[src/rtl/uart_receiver.sv]
// uart_receiver: 8N1 UART receiver with a single-entry output register.
//   Samples each bit at its centre, using a cycle counter timed from the
//   synchronised falling edge of the start bit.
// Ports:
//   sys_clk   - system clock, all state changes on the rising edge
//   reset     - asynchronous, active-high reset
//   UART_RX   - serial input, idle high, LSB first, asynchronous to sys_clk
//   rx_data   - last correctly framed byte
//   rx_valid  - rx_data holds a byte not yet acknowledged
//   rx_ack    - consumer takes rx_data (ignored while rx_valid=0)
//   overrun   - sticky: a byte was overwritten before being acknowledged
//   frame_err - one-cycle pulse when a stop bit is sampled low
module uart_receiver #(
  parameter int unsigned CLKS_PER_BIT = 10416
) (
  input  logic       sys_clk,
  input  logic       reset,
  input  logic       UART_RX,
  output logic [7:0] rx_data,
  output logic       rx_valid,
  input  logic       rx_ack,
  output logic       overrun,
  output logic       frame_err
);

  localparam int unsigned CW = $clog2(CLKS_PER_BIT);
  localparam logic [CW-1:0] FULL_M1 = CW'(CLKS_PER_BIT - 1);
  localparam logic [CW-1:0] HALF_M1 = CW'(CLKS_PER_BIT / 2 - 1);

  typedef enum logic [2:0] {
    S_IDLE,
    S_START,
    S_DATA,
    S_STOP,
    S_WAIT_HIGH
  } state_t;

  state_t        r_state;
  state_t        w_state_nxt;
  logic [1:0]    r_sync;
  logic          w_rxs;
  logic [CW-1:0] r_cnt;
  logic [CW-1:0] w_cnt_nxt;
  logic [2:0]    r_bit;
  logic [2:0]    w_bit_nxt;
  logic [7:0]    r_shift;
  logic [7:0]    w_shift_nxt;
  logic          w_byte_done;
  logic          w_stop_err;
  logic [7:0]    r_rx_data;
  logic          r_rx_valid;
  logic          r_overrun;
  logic          r_frame_err;

  assign w_rxs     = r_sync[1];
  assign rx_data   = r_rx_data;
  assign rx_valid  = r_rx_valid;
  assign overrun   = r_overrun;
  assign frame_err = r_frame_err;

  always_ff @(posedge sys_clk or posedge reset) begin
    if (reset) begin
      r_sync <= '1;
    end else begin
      r_sync <= {r_sync[0], UART_RX};
    end
  end

  always_ff @(posedge sys_clk or posedge reset) begin
    if (reset) begin
      r_state <= S_IDLE;
      r_cnt   <= '0;
      r_bit   <= '0;
      r_shift <= '0;
    end else begin
      r_state <= w_state_nxt;
      r_cnt   <= w_cnt_nxt;
      r_bit   <= w_bit_nxt;
      r_shift <= w_shift_nxt;
    end
  end

  always_comb begin
    w_state_nxt = r_state;
    w_cnt_nxt   = r_cnt;
    w_bit_nxt   = r_bit;
    w_shift_nxt = r_shift;
    w_byte_done = 1'b0;
    w_stop_err  = 1'b0;
    case (r_state)
      S_IDLE: begin
        w_cnt_nxt = '0;
        w_bit_nxt = '0;
        if (!w_rxs) w_state_nxt = S_START;
      end
      S_START: begin
        if (r_cnt == HALF_M1) begin
          w_cnt_nxt   = '0;
          w_bit_nxt   = '0;
          // A start bit that is high again at its centre was a glitch.
          w_state_nxt = w_rxs ? S_IDLE : S_DATA;
        end else begin
          w_cnt_nxt = r_cnt + 1'b1;
        end
      end
      S_DATA: begin
        if (r_cnt == FULL_M1) begin
          w_cnt_nxt   = '0;
          // Shift in at the MSB so the first (LSB) sample ends in bit 0.
          w_shift_nxt = {w_rxs, r_shift[7:1]};
          if (r_bit == 3'd7) begin
            w_state_nxt = S_STOP;
          end else begin
            w_bit_nxt = r_bit + 1'b1;
          end
        end else begin
          w_cnt_nxt = r_cnt + 1'b1;
        end
      end
      S_STOP: begin
        if (r_cnt == FULL_M1) begin
          w_cnt_nxt = '0;
          if (w_rxs) begin
            w_byte_done = 1'b1;
            w_state_nxt = S_IDLE;
          end else begin
            w_stop_err  = 1'b1;
            w_state_nxt = S_WAIT_HIGH;
          end
        end else begin
          w_cnt_nxt = r_cnt + 1'b1;
        end
      end
      S_WAIT_HIGH: begin
        // Hold off until the line returns high so a break is not re-received.
        if (w_rxs) w_state_nxt = S_IDLE;
      end
      default: w_state_nxt = S_IDLE;
    endcase
  end

  always_ff @(posedge sys_clk or posedge reset) begin
    if (reset) begin
      r_rx_data   <= '0;
      r_rx_valid  <= 1'b0;
      r_overrun   <= 1'b0;
      r_frame_err <= 1'b0;
    end else begin
      r_frame_err <= w_stop_err;
      if (w_byte_done) begin
        // A new byte always loads; overrun only when the old one was
        // still pending and not taken on this same edge.
        r_rx_data  <= r_shift;
        r_rx_valid <= 1'b1;
        if (r_rx_valid && !rx_ack) r_overrun <= 1'b1;
      end else if (rx_ack && r_rx_valid) begin
        r_rx_valid <= 1'b0;
        r_overrun  <= 1'b0;
      end
    end
  end

endmodule
[config.mk]
export PLATFORM = sky130hd
export DESIGN_NAME = uart_receiver
export DESIGN_NICKNAME = d
export VERILOG_FILES = /design/src/rtl/uart_receiver.sv
export SDC_FILE = /design/constraint.sdc
export NUM_CORES = 1
export LEC_CHECK = 0
export BUFFER_PORTS_ARGS = -buffer_cell sky130_fd_sc_hd__buf_2
export CORE_ASPECT_RATIO = 0.9
export CORE_MARGIN = 8
export CORE_UTILIZATION = 55
export CTS_BUF_LIST = sky130_fd_sc_hd__clkbuf_8
export CTS_CLUSTER_SIZE = 30
export DETAILED_ROUTE_END_ITERATION = 10
export PLACE_DENSITY = 0.83
export SETUP_SLACK_MARGIN = 0.3
export SLEW_MARGIN = 20
export SYNTH_ARGS = -nofsm -noshare
export SYNTH_HDL_FRONTEND = slang
export SYNTH_SLANG_ARGS = --single-unit
[constraint.sdc]
create_clock -name sys_clk -period 1.8 [get_ports sys_clk]
set_input_delay 0.54 -clock sys_clk [delete_from_list [all_inputs] [get_ports sys_clk]]
set_output_delay 0.54 -clock sys_clk [all_outputs]
set_load 0.05 [all_outputs]
---- Word level (Yosys, flattened, before mapping) ----
Cells that the tools add are included.
word-level totals
  flip-flop bits (word level) ............. 41
  output and inout port bits .............. 11
  logic and storage cells ................. 64
cells by class
  add/sub/neg operators ................... 2
  equality and inequality tests ........... 15
  mux-type cells .......................... 26
  reduce and logical (&&, ||, !) cells .... 12
operator list
  kind                                                                count
  14-bit one-hot mux with 3 select lines                              1
  3-bit two-way mux                                                   10
  14-bit two-way mux                                                  2
  3-bit one-hot mux with 5 select lines                               1
  14-bit by 1-bit adder with 14-bit output (second input constant)    1
  14-bit by 13-bit == test with 1-bit output (second input constant)  1
  14-bit == test (second input constant)                              1
  2-bit != test (second input constant)                               7
  1-bit two-way mux                                                   10
  3-bit one-hot mux with 3 select lines                               1
  3-bit by 2-bit == test with 1-bit output (second input constant)    2
  3-bit == test (second input constant)                               2
  6-bit AND reduction                                                 1
  3-bit nonzero test                                                  2
  2-bit AND reduction                                                 2
  4-bit AND reduction                                                 1
  3-bit by 1-bit adder with 3-bit output (second input constant)      1
  3-bit by 1-bit == test with 1-bit output (second input constant)    1
  3-bit zero test                                                     1
  1-bit logical AND                                                   2
  2-bit two-way mux                                                   1
  2-bit by 1-bit != test with 1-bit output (second input constant)    1
  2-bit nonzero test                                                  1
  2-bit OR reduction                                                  1
  1-bit zero test                                                     1

---- Depth between registers and ports, before layout ----
Gate-level depths: netlist (run 1).
  depth in word-level cells ............... 5
  mapped depth ............................ 6
  gate-level depth less buffers ........... 6

---- Worst setup path before layout (run 1) ----
OpenSTA, ideal clock, no wires.
  path type ............................... reg2reg
  from .................................... reg r_cnt[0]
  to ...................................... reg r_bit[0]
  setup time .............................. 0.125 ns
  arrival time ............................ 1.704 ns
  required time ........................... 1.675 ns
  path slack .............................. -0.029 ns
  stages on the path, launching flop included .. 7
  buffers on the path ..................... 0
  period minus slack after synthesis ...... 1.829 ns
  cell sequence ........................... dfrtp_1 ha_1 and4b_4 nand4_4 or3_1 a21o_1 mux2_4
on the way
  longest elaborated chain between the ends .. 3
  elaborated cells on any way between the ends .. 5
ends and longest elaborated chain
  item                                                                          line     text
  from (decl)                                                                   42       logic [CW-1:0] r_cnt;
  from (signal assigned)                                                        77       r_cnt <= w_cnt_nxt;
  14-bit == test or 14-bit by 13-bit == test with 1-bit output (tied branches)  107, 97
  2-bit != test (no source line)                                                -
  4-bit AND reduction (no source line) *                                        -
  to (signal assigned)                                                          78       r_bit <= w_bit_nxt;
  to (decl)                                                                     44       logic [2:0] r_bit;
Mark *: on every way between the ends. The rest lies on a longest branch, timed or not.
A chain may end at the register's enable or synchronous reset.

---- Worst setup path after layout (run 1) ----
Ends and elaborated chain as after synthesis.

==> tab_implementation.tex, run 1 <==
\begin{tabular}{lr}
\hline
Metric & Value \\
\hline
\multicolumn{2}{l}{\textbf{Status}} \\
Result of the run & finished, violations left \\
Violations in the final reports & setup timing \\
\multicolumn{2}{l}{\textbf{Drt}} \\
Iteration-0 DRC Markers & 134 \\
Pre-Repair DR Iteration Count & 4 \\
Number of vias after detailed routing & 1589 \\
Number of nets still failing antenna checks after routing & 0 \\
Total Routed Length & $\sim$5400 um \\
Via/cell ratio & a little under 6 \\
Routed length per instance & 20.4 um \\
Residual DRC & 0 \\
\multicolumn{2}{l}{\textbf{Worst setup path}} \\
Capture point of the worst path & r\_bit[0] \\
Register-to-Register Setup Slack & -0.09 ns \\
Number of cells traversed by the worst register-to-register path & 6 \\
Endpoint type of the worst setup path & flip-flop \\
Worst setup path startpoint & r\_cnt[0] \\
Worst EP arrival & 2.08 ns \\
Largest fanout on the critical path & 3 \\
Crit Path Category & reg -> reg \\
Kind of start point of the critical path & flip-flop \\
Startpoint of the lowest-slack register-to-register path & r\_cnt[0] \\
Data required time at the worst endpoint & 1.99 ns \\
Worst r2r dst & r\_bit[0] \\
\multicolumn{2}{l}{\textbf{Cells and area}} \\
Multi-input gate area in the final layout & 1080 um\^{}2 \\
Post-layout instance count excluding filler cells & 267 \\
Final instance area & 2760 um\^{}2 \\
Layout cells sized above 1 & 52.5\% \\
Register cell area after layout & 1030 um\^{}2 \\
Final Core Density & 81.0\% \\
Number of filler cells placed in the layout & 186 \\
Number of inserted diodes & 0 \\
P\&R area growth vs syn & 39.6\% \\
Layout Nets & 230 \\
\multicolumn{2}{l}{\textbf{CTS}} \\
Bufs on Longest Clock Path & 2 \\
Clock latency at the later pin of the worst-skew pair & about 0.31 ns \\
Hold Buf Count CTS & 0 \\
Cts bufs inserted & 5 \\
H-tree lvl count & 2 \\
Clock tree root buffer cell & sky130\_fd\_sc\_hd\_\_clkbuf\_8 \\
Number of clock sinks & 41 \\
TritonCTS clock tree & built \\
Clock transition at the registers of the reported paths & around 0.1 ns \\
\multicolumn{2}{l}{\textbf{Synth}} \\
Most repeated cell in the gate-level netlist after synthesis & sky130\_fd\_sc\_hd\_\_dfrtp\_1 \\
Post-Syn Instances & 166 \\
Simple logic cell fraction of the synthesized area & 20.5\% \\
Top cell type's share of synthesized area & 49.4\% \\
Synth top cells by count & sky130\_fd\_sc\_hd\_\_dfrtp\_1 (39), sky130\_fd\_sc\_hd\_\_nor2\_1 (18), sky130\_fd\_sc\_hd\_\_mux2\_2 (17) \\
Biggest area contributors in the synthesized netlist & sky130\_fd\_sc\_hd\_\_dfrtp\_1 (49\%), sky130\_fd\_sc\_hd\_\_mux2\_2 (9.7\%), sky130\_fd\_sc\_hd\_\_nor2\_1 (3.4\%) \\
Warnings from Yosys & 0 \\
Post-synthesis compound-gate area fraction & around 8.0\% \\
Post-synth ARST share & 100\% \\
Most frequently used flop master after synthesis & sky130\_fd\_sc\_hd\_\_dfrtp\_1 \\
Per-instance average area after synthesis & 11.9 um\^{}2 \\
Post-synthesis share of cell area spent on full adders, half adders and majority gates & under 10\% \\
Netlist area before placement & 1970 um\^{}2 \\
Area leader, netlist & sky130\_fd\_sc\_hd\_\_dfrtp\_1 \\
Portion of the post-synthesis area used by sequential elements & 52.1\% \\
Largest family of logic cells by synthesized area & simple AND/OR/NAND/NOR gates \\
Unique masters post-synth & 47 \\
EDFF count, synth & 0 \\
Multiplexer share of the synthesized area & 10.5\% \\
Post-synthesis share of cell area spent on xor and xnor gates & 3.99\% \\
Syn nets & 174 \\
Post-synthesis register bit count & 41 \\
\multicolumn{2}{l}{\textbf{Floorplanning}} \\
Die outline height & between 70 and 80 um \\
Top-Level Pins & 15 \\
Total number of placement rows & 20 \\
Die Span X & 79.2 um \\
Die Outline Area & 5770 um\^{}2 \\
Total core area & $\sim$3400 um\^{}2 \\
Initial core utilization & 58.0\% \\
\multicolumn{2}{l}{\textbf{Timing}} \\
Worst clock skew on the final layout & between 0.015 and 0.02 ns \\
Pins over their slew limit & 0 \\
Final-report setup violation count & 31 \\
Worst hold slack after final layout & 0.213 ns \\
Tmin final & 1.89 ns \\
Setup repair after global routing missed its margin & yes \\
Worst-margin pin slew & 0.479 ns \\
Final count of hold timing violations & 0 \\
Final setup TNS & -1.50 ns \\
Worst slew margin relative to its limit & 68.1\% \\
Achievable Freq & 528 MHz \\
Post-route worst setup slack & -0.0922 ns \\
Final worst-path cycle share & 105\% \\
\multicolumn{2}{l}{\textbf{Run}} \\
Maximum Capacitance Violations & 0 \\
\multicolumn{2}{l}{\textbf{Placed design}} \\
Routability cong. & 0.879 \\
Detailed placer's ending HPWL & 3130 um \\
Number of port buffers & 14 \\
Cells after DPL & 241 \\
Post-Place Cell Area & approximately 2300 um\^{}2 \\
\multicolumn{2}{l}{\textbf{Global routing}} \\
GRT Overall Usage & 19.4\% \\
Maximum number of pins on one net before global-route repair & 18 \\
Vias in the first global route & around 1700 \\
Global-route wire length before repair & about 8600 um \\
GRT overflow & 0 \\
Antenna violations before repair & 0 \\
\multicolumn{2}{l}{\textbf{Power}} \\
Maximum VDD drop & about 0.62 mV \\
Power density normalized to cell area & 628 nW/um\^{}2 \\
Static leakage & 1.30 nW \\
\multicolumn{2}{l}{\textbf{Worst hold path}} \\
Worst min path class & in -> async \\
\hline
\end{tabular}
## routing by layer
layer  GRT usage (%)  share of wire, %
met5               0                 0
met4            9.45               3.7
met3            4.93               5.3
met2            32.6                51
met1            22.4                41
## flip-flops by register name, summed over array words and instances, names as in the netlist
name       count
r_sync         2
rx_data        8
r_bit          3
rx_valid       1
overrun        1
r_state        3
r_cnt         14
r_shift        8
frame_err      1
## timing repair
item	4_1_cts	5_1_grt
resized for setup	38	24
pin swaps	12	23
endpoints found under the setup margin	40	44
buffers inserted	13	5
## cells in the final DEF, fill, tap and decap left out, drive strengths merged, types with 2 or more instances in the layout
master,count
and4,2
buf,50
nor2,19
dfrtp,39
a21oi,6
nor2b,2
o21ai,5
nand2,9
dfstp,2
nand3b,2
a22o,4
o21bai,2
xnor2,7
nand2b,2
and3b,2
clkbuf,8
nand4,3
and3,3
ha,4
nor3,5
inv,3
xor2,2
nand3,6
or3,2
mux2,18
and4b,3
## critical path: stages (launching register included)
cell,delay (ns)
sky130_fd_sc_hd__dfrtp_1,0.39
sky130_fd_sc_hd__ha_2,0.19
sky130_fd_sc_hd__and4b_4,0.27
sky130_fd_sc_hd__nand4_4,0.12
sky130_fd_sc_hd__or3_1,0.33
sky130_fd_sc_hd__a21o_1,0.22
sky130_fd_sc_hd__mux2_4,0.26
## how the worst min path moves through the flow
stage,end
CTS,r_state[1]
detailed placement,r_sync[1]
global placement,r_sync[1]
finish,r_state[1]
floorplan,r_sync[1]
global route,r_state[1]
## area by class of cell
| cell class | count | area share (%) |
|---|---|---|
| Multi-Input combinational cell | 118 | 39.3 |
| Clock buffer | 5 | 2.50 |
| Clock inverter | 3 | 1.68 |
| Tap cell | 44 | 2.00 |
| Timing Repair Buffer | 53 | 16.7 |
| Sequential cell | 41 | 37.4 |
| Inverter | 3 | 0.409 |
## stage by stage
step,power [mW],setup slack [ns]
after global routing,1.76,-0.156
after global placement,0.971,-0.0689
after CTS,1.71,-0.0668
after floorplan,0.960,-0.0103
final,1.73,-0.0922
after detailed placement,0.974,-0.235
## power breakdown
part	total (mW)	internal, mW	switching [mW]
combinational	0.0290	0.00636	0.0227
sequential	0.927	0.924	0.00305
clock	0.774	0.415	0.359
## cell families (layout without fill, tap and decap cells)
kind of cell / after synthesis / count (layout)
xor+xnor: 9 / 9
flops: 41 / 41
simple gates: 64 / 64
compound gates: 23 / 23
buf+inv: 7 / 64
fa+ha+maj: 4 / 4
mux: 18 / 18
Power figures use the tool's default switching activity.
==> inputs of run 2 (changes only) <==
--- a/config.mk
+++ b/config.mk
@@ -8,5 +8,4 @@
 export BUFFER_PORTS_ARGS = -buffer_cell sky130_fd_sc_hd__buf_2
 export CORE_ASPECT_RATIO = 0.9
-export CORE_MARGIN = 8
 export CORE_UTILIZATION = 55
 export CTS_BUF_LIST = sky130_fd_sc_hd__clkbuf_8
==> constraint.sdc (replaced) <==
create_clock -name sys_clk -period 1.8 [get_ports sys_clk]
set_input_delay 0.54 -clock sys_clk [delete_from_list [all_inputs] [get_ports sys_clk]]
set_output_delay 0.54 -clock sys_clk [all_outputs]
set_load 0.005 [all_outputs]
==> tab_implementation.tex, run 2 (synthesis results as in run 1) <==
\begin{tabular}{lr}
\hline
Metric & Value \\
\hline
\multicolumn{2}{l}{\textbf{Floorplanning}} \\
Total number of placement rows & 20 (unchanged) \\
Top-Level Pins & 15 (unchanged) \\
Total core area & 3400 um\^{}2 (unchanged) \\
Die Span X & 65.2 um (was 79.2 um) \\
Die outline height & 58.8 um (was 72.8 um) \\
Initial core utilization & 58.0\% (unchanged) \\
Die Outline Area & 3830 um\^{}2 (was 5770 um\^{}2) \\
\multicolumn{2}{l}{\textbf{Power}} \\
Clock power share & 45.0\% (was 44.7\%) \\
Switch share & 20.5\% (was 22.2\%) \\
Static leakage & 1.27 nW (was 1.30 nW) \\
Comb pwr share & 1.7\% (about the same) \\
Power density normalized to cell area & 646 nW/um\^{}2 (was 628 nW/um\^{}2) \\
Total net switching power & 0.357 mW (was 0.384 mW) \\
Int Power & 1.38 mW (was 1.35 mW) \\
Share of power burned in registers & 53.3\% (was 53.6\%) \\
Maximum VDD drop & 0.479 mV (was 0.619 mV) \\
\multicolumn{2}{l}{\textbf{Worst setup path}} \\
Data required time at the worst endpoint & 1.99 ns (about the same) \\
Buf/Inv on CP & 2 (was 0) \\
Cells along the critical path & and4bb\_2, nand4\_4, buf\_6, nor3\_4, buf\_12, mux2\_2 (was ha\_2, and4b\_4, nand4\_4, or3\_1, a21o\_1, mux2\_4) \\
Crit Path Category & reg -> reg (unchanged) \\
Cell with the largest stage delay on the worst path & sky130\_fd\_sc\_hd\_\_dfrtp\_1 (unchanged) \\
Kind of start point of the critical path & flip-flop (unchanged) \\
Largest delay share family, worst path & simple AND/OR/NAND/NOR gates (unchanged) \\
Endpoint type of the worst setup path & flip-flop (unchanged) \\
Maximum single-stage delay on the critical path & 0.49 ns (was 0.39 ns) \\
Largest fanout on the critical path & 10 (was 3) \\
Worst EP arrival & 2.05 ns (was 2.08 ns) \\
\multicolumn{2}{l}{\textbf{Placed design}} \\
Number of port buffers & 14 (unchanged) \\
Post-placement worst setup slack & -0.0941 ns (was -0.235 ns) \\
Routability cong. & 0.828 (was 0.879) \\
Detailed placer's ending HPWL & 3040 um (was 3130 um) \\
Cells after DPL & 241 (unchanged) \\
\multicolumn{2}{l}{\textbf{Drt}} \\
Residual DRC & 0 (unchanged) \\
Routed length per instance & 21.3 um (was 20.4 um) \\
Via/cell ratio & 6.17 (was 5.95) \\
Iteration-0 DRC Markers & 169 (was 134) \\
Number of nets still failing antenna checks after routing & 0 (unchanged) \\
Pre-Repair DR Iteration Count & 4 (unchanged) \\
Number of vias after detailed routing & 1630 (was 1589) \\
Total Routed Length & 5620 um (was 5430 um) \\
\multicolumn{2}{l}{\textbf{Timing}} \\
Worst slew margin relative to its limit & 76.5\% (was 68.1\%) \\
Worst hold slack after final layout & 0.274 ns (was 0.213 ns) \\
Final count of hold timing violations & 0 (unchanged) \\
Final worst-path cycle share & 103\% (was 105\%) \\
Worst-margin pin slew & 0.349 ns (was 0.479 ns) \\
Tmin final & 1.86 ns (was 1.89 ns) \\
Worst clock skew on the final layout & 0.00692 ns (was 0.0176 ns) \\
Final-report setup violation count & 20 (was 31) \\
Post-route worst setup slack & -0.0587 ns (was -0.0922 ns) \\
Setup repair after global routing missed its margin & yes (unchanged) \\
Pins over their slew limit & 0 (unchanged) \\
Achievable Freq & 538 MHz (was 528 MHz) \\
\multicolumn{2}{l}{\textbf{CTS}} \\
Number of clock sinks & 41 (unchanged) \\
Clock latency at the later pin of the worst-skew pair & 0.30 ns (was 0.31 ns) \\
Bufs on Longest Clock Path & 2 (unchanged) \\
Cts bufs inserted & 5 (unchanged) \\
Clock tree root buffer cell & sky130\_fd\_sc\_hd\_\_clkbuf\_8 (unchanged) \\
Clock transition at the registers of the reported paths & 0.08 ns (was 0.10 ns) \\
TritonCTS clock tree & built (unchanged) \\
H-tree lvl count & 2 (unchanged) \\
\multicolumn{2}{l}{\textbf{Cells and area}} \\
Post-layout instance count excluding filler cells & 264 (was 267) \\
Layout Nets & 227 (was 230) \\
Most frequent standard cell in the layout excluding fill and tap cells & sky130\_fd\_sc\_hd\_\_dfrtp\_1 (unchanged) \\
Layout cells sized above 1 & 53.6\% (was 52.5\%) \\
Number of filler cells placed in the layout & 186 (unchanged) \\
Biggest register & r\_cnt (unchanged) \\
Number of flip-flops in the largest register & 14 (unchanged) \\
Number of inserted diodes & 0 (unchanged) \\
Highest-count cells in the layout ignoring fill and taps & sky130\_fd\_sc\_hd\_\_dfrtp\_1 (36), sky130\_fd\_sc\_hd\_\_buf\_4 (30), sky130\_fd\_sc\_hd\_\_mux2\_4 (14), sky130\_fd\_sc\_hd\_\_buf\_2 (14), sky130\_fd\_sc\_hd\_\_nor2\_1 (10) (was sky130\_fd\_sc\_hd\_\_dfrtp\_1 (36), sky130\_fd\_sc\_hd\_\_buf\_4 (27), sky130\_fd\_sc\_hd\_\_mux2\_4 (18)) \\
Final Core Density & 79.2\% (was 81.0\%) \\
P\&R area growth vs syn & 36.5\% (was 39.6\%) \\
\multicolumn{2}{l}{\textbf{Global routing}} \\
GRT Overall Usage & 31.4\% (was 19.4\%) \\
Global-route wire length before repair & 8540 um (was 8570 um) \\
GRT overflow & 0 (unchanged) \\
Vias in the first global route & 1687 (was 1666) \\
Antenna violations before repair & 0 (unchanged) \\
Maximum number of pins on one net before global-route repair & 42 (was 18) \\
\multicolumn{2}{l}{\textbf{Status}} \\
Result of the run & finished, violations left (unchanged) \\
Violations in the final reports & setup timing (unchanged) \\
\multicolumn{2}{l}{\textbf{Worst hold path}} \\
Worst min path class & in -> async (unchanged) \\
\multicolumn{2}{l}{\textbf{Run}} \\
Maximum Capacitance Violations & 0 (unchanged) \\
\hline
\end{tabular}
run 2: layout make-up:
cell class | count | area, um^2 | area share [%]
Sequential cell | 41 | 1030 | 38.3
Tap cell | 44 | 55.1 | 2.04
Multi-Input combinational cell | 118 | 1090 | 40.3
Inverter | 3 | 11.3 | 0.418
Timing Repair Buffer | 50 | 389 | 14.4
Clock inverter | 2 | 37.5 | 1.39
Clock buffer | 6 | 82.6 | 3.06
run 2: power groups by stage:
stage	combinational (mW)	sequential, mW	clock (mW)
2_1_floorplan	0.0160	0.944	0
3_3_place_gp	0.0290	0.945	0
3_5_place_dp	0.0304	0.945	0
4_1_cts	0.0306	0.927	0.774
5_1_grt	0.0339	0.927	0.821
6_report	0.0295	0.927	0.783
run 2: layer usage:
metal  GRT usage [%]  vias to the layer above  share of wire [%]
li1                -                      699                  -
met1            36.0                      830                 39
met2            53.7                       77                 51
met3            7.56                       24                6.3
met4            18.6                        0                3.8
met5               0                        -                  0
run 2: timing repair:
item / 4_1_cts / 5_1_grt
pin swaps: 16 / 11
setup buffers: 12 / 3
hold buffers: 0 / 0
gates resized for setup: 32 / 13
setup endpoints to repair: 38 / 39
run 2: final timing paths:
kind / start / end / slack, ns / depth (start not counted)
setup / recovery: r_cnt[5] / rx_data[5] / -0.06 / 6
hold / removal: reset / r_bit[0] / 0.27 / 3
setup reg to reg: r_cnt[5] / rx_data[5] / -0.06 / 6
hold reg to reg: r_sync[0] / r_sync[1] / 0.36 / 0
max in group asynchronous: reset / r_sync[0] / 1.27 / 3
min in group sys_clk: UART_RX / r_sync[0] / 0.33 / 1
run 2: through the flow:
step                      TNS, ns  cell area (um^2)  power (mW)
after global placement     -0.256              2270       0.974
after global routing        -1.40              2700        1.78
after detailed placement    -1.36              2270       0.975
after CTS                 -0.0884              2620        1.73
after floorplan           -0.0844              2000       0.960
final                      -0.624              2700        1.74
run 2: worst min-delay path: cells and delay by family:
| family | cells | cell delay [ns] |
|---|---|---|
| buffers and inverters | 3 | 0.40 |
==> inputs of run 3 (changes only) <==
- SKIP_CTS_REPAIR_TIMING: unset -> 1
==> tab_implementation.tex, run 3 (synthesis results as in run 1) <==
\begin{tabular}{lr}
\hline
Metric & Value \\
\hline
\multicolumn{2}{l}{\textbf{CTS}} \\
Bufs on Longest Clock Path & 2 (unchanged) \\
Clock tree root buffer cell & sky130\_fd\_sc\_hd\_\_clkbuf\_8 (unchanged) \\
Clock latency at the later pin of the worst-skew pair & 0.29 ns (was 0.30 ns) \\
Clock transition at the registers of the reported paths & 0.08 ns (about the same) \\
Cts bufs inserted & 5 (unchanged) \\
TritonCTS clock tree & built (unchanged) \\
Number of clock sinks & 41 (unchanged) \\
H-tree lvl count & 2 (unchanged) \\
\multicolumn{2}{l}{\textbf{Drt}} \\
Iteration-0 DRC Markers & 206 (was 169) \\
Number of vias after detailed routing & 1577 (was 1630) \\
Pre-Repair DR Iteration Count & 4 (unchanged) \\
Routed length per instance & 20.1 um (was 21.3 um) \\
Total Routed Length & 5200 um (was 5620 um) \\
Via/cell ratio & 6.11 (was 6.17) \\
Residual DRC & 0 (unchanged) \\
Number of nets still failing antenna checks after routing & 0 (unchanged) \\
\multicolumn{2}{l}{\textbf{Timing}} \\
Worst-margin pin slew & 0.435 ns (was 0.349 ns) \\
Worst hold slack after final layout & 0.288 ns (was 0.274 ns) \\
Final-report setup violation count & 20 (unchanged) \\
Post-route worst setup slack & -0.0607 ns (was -0.0587 ns) \\
Final setup TNS & -0.769 ns (was -0.624 ns) \\
Pins over their slew limit & 0 (unchanged) \\
Worst slew margin relative to its limit & 71.0\% (was 76.5\%) \\
Final worst-path cycle share & 103\% (about the same) \\
Final count of hold timing violations & 0 (unchanged) \\
Setup repair after global routing missed its margin & yes (unchanged) \\
Achievable Freq & 537 MHz (was 538 MHz) \\
Worst clock skew on the final layout & 0.00255 ns (was 0.00692 ns) \\
Tmin final & 1.86 ns (about the same) \\
\multicolumn{2}{l}{\textbf{Cells and area}} \\
Highest-count cells in the layout ignoring fill and taps & sky130\_fd\_sc\_hd\_\_dfrtp\_1 (36), sky130\_fd\_sc\_hd\_\_buf\_4 (25), sky130\_fd\_sc\_hd\_\_buf\_2 (14) (was sky130\_fd\_sc\_hd\_\_dfrtp\_1 (36), sky130\_fd\_sc\_hd\_\_buf\_4 (30), sky130\_fd\_sc\_hd\_\_mux2\_4 (14), sky130\_fd\_sc\_hd\_\_buf\_2 (14), sky130\_fd\_sc\_hd\_\_nor2\_1 (10)) \\
Number of inserted diodes & 0 (unchanged) \\
Biggest register & r\_cnt (unchanged) \\
P\&R area growth vs syn & 32.1\% (was 36.5\%) \\
Final Core Density & 76.6\% (was 79.2\%) \\
Most frequent standard cell in the layout excluding fill and tap cells & sky130\_fd\_sc\_hd\_\_dfrtp\_1 (unchanged) \\
Layout Nets & 221 (was 227) \\
Post-layout instance count excluding filler cells & 258 (was 264) \\
Number of flip-flops in the largest register & 14 (unchanged) \\
Layout cells sized above 1 & 49.5\% (was 53.6\%) \\
\multicolumn{2}{l}{\textbf{Power}} \\
Total net switching power & 0.341 mW (was 0.357 mW) \\
Comb pwr share & 1.8\% (was 1.7\%) \\
Int Power & 1.38 mW (about the same) \\
Maximum VDD drop & 0.505 mV (was 0.479 mV) \\
Switch share & 19.8\% (was 20.5\%) \\
Clock power share & 44.4\% (was 45.0\%) \\
Power density normalized to cell area & 661 nW/um\^{}2 (was 646 nW/um\^{}2) \\
Share of power burned in registers & 53.8\% (was 53.3\%) \\
Static leakage & 1.23 nW (was 1.27 nW) \\
\multicolumn{2}{l}{\textbf{Worst setup path}} \\
Cell with the largest stage delay on the worst path & sky130\_fd\_sc\_hd\_\_dfrtp\_1 (unchanged) \\
Maximum single-stage delay on the critical path & 0.38 ns (was 0.49 ns) \\
Kind of start point of the critical path & flip-flop (unchanged) \\
Endpoint type of the worst setup path & flip-flop (unchanged) \\
Crit Path Category & reg -> reg (unchanged) \\
Number of cells traversed by the worst register-to-register path & 7 (was 6) \\
Worst EP arrival & 2.04 ns (was 2.05 ns) \\
Data required time at the worst endpoint & 1.98 ns (was 1.99 ns) \\
Largest fanout on the critical path & 10 (unchanged) \\
Cells along the critical path & ha\_2, and4b\_4, nand4\_4, buf\_4, nor3\_4, buf\_12, mux2\_2 (was and4bb\_2, nand4\_4, buf\_6, nor3\_4, buf\_12, mux2\_2) \\
\multicolumn{2}{l}{\textbf{Global routing}} \\
Met1 routing resource usage after global routing & 30.5\% (was 36.0\%) \\
Antenna violations before repair & 0 (unchanged) \\
Global-route wire length before repair & 7000 um (was 8540 um) \\
Peak-usage layer in the global routing report & met2 (unchanged) \\
Maximum number of pins on one net before global-route repair & 42 (unchanged) \\
Met2 track demand over resource in global routing & 43.3\% (was 53.7\%) \\
Vias in the first global route & 1474 (was 1687) \\
GRT Overall Usage & 25.4\% (was 31.4\%) \\
GRT overflow & 0 (unchanged) \\
Met3 demand-to-capacity share in global routing & 5.43\% (was 7.56\%) \\
\multicolumn{2}{l}{\textbf{Placed design}} \\
Detailed placer's ending HPWL & 3040 um (unchanged) \\
Cells after DPL & 241 (unchanged) \\
Number of port buffers & 14 (unchanged) \\
Routability cong. & 0.828 (unchanged) \\
\multicolumn{2}{l}{\textbf{Floorplanning}} \\
Total number of placement rows & 20 (unchanged) \\
Die outline height & 58.8 um (unchanged) \\
Initial core utilization & 58.0\% (unchanged) \\
Die Span X & 65.2 um (unchanged) \\
Top-Level Pins & 15 (unchanged) \\
Total core area & 3400 um\^{}2 (unchanged) \\
Die Outline Area & 3830 um\^{}2 (unchanged) \\
\multicolumn{2}{l}{\textbf{Run}} \\
Maximum Capacitance Violations & 0 (unchanged) \\
\multicolumn{2}{l}{\textbf{Status}} \\
Result of the run & finished, violations left (unchanged) \\
Violations in the final reports & setup timing (unchanged) \\
\multicolumn{2}{l}{\textbf{Worst hold path}} \\
Worst min path class & in -> async (unchanged) \\
\hline
\end{tabular}
[run 3: path summary, 6_finish.rpt]
check,startpoint,end,slack (ns)
worst max-delay path,r_cnt[1],rx_data[4],-0.06
worst max register to register,r_cnt[1],rx_data[4],-0.06
worst min-delay path,reset,r_shift[7],0.29
min in group sys_clk,UART_RX,r_sync[0],0.34
max in group asynchronous,reset,r_sync[1],1.26
worst min register to register,r_sync[0],r_sync[1],0.36
[run 3: final cells by class]
type	count	area (um^2)
clock inverters	2	37.5
well taps	44	55.1
multi-input cells	118	1050
clock buffers	6	82.6
repair buffers	44	340
inverters	3	11.3
flip-flops and latches	41	1030
fillers	209	796
[run 3: layer usage]
| metal | share of wire (%) | vias to the layer above | routed length [um] |
|---|---|---|---|
| met5 | 0 | - | 0 |
| li1 | - | 689 | - |
| met4 | 3.3 | 0 | 173 |
| met1 | 40 | 796 | 2070 |
| met2 | 51 | 75 | 2630 |
| met3 | 6.2 | 17 | 324 |
[run 3: worst max-delay path: cells and delay by family, from the launching register on]
| family | cells | cell delay [ns] |
|---|---|---|
| and+or+nand+nor | 3 | 0.50 |
| DFF | 1 | 0.38 |
| muxes | 1 | 0.34 |
| buffers and inverters | 2 | 0.32 |
| adders and majority gates | 1 | 0.20 |
[run 3: stage by stage]
stage / instance area [um^2] / power [mW] / worst slack [ns]
4_1_cts: 2390 / 1.73 / -0.126
6_report: 2610 / 1.72 / -0.0607
5_1_grt: 2610 / 1.78 / -0.134
2_1_floorplan: 2000 / 0.960 / -0.0103
3_5_place_dp: 2270 / 0.975 / -0.0941
3_3_place_gp: 2270 / 0.974 / -0.0330
[run 3: power by group through the flow]
| stage | logic, mW | registers [mW] | clock network, mW |
|---|---|---|---|
| after global placement | 0.0290 | 0.945 | 0 |
| after detailed placement | 0.0304 | 0.945 | 0 |
| after floorplan | 0.0160 | 0.944 | 0 |
| after global routing | 0.0350 | 0.928 | 0.818 |
| after CTS | 0.0306 | 0.927 | 0.774 |
| final | 0.0312 | 0.928 | 0.765 |
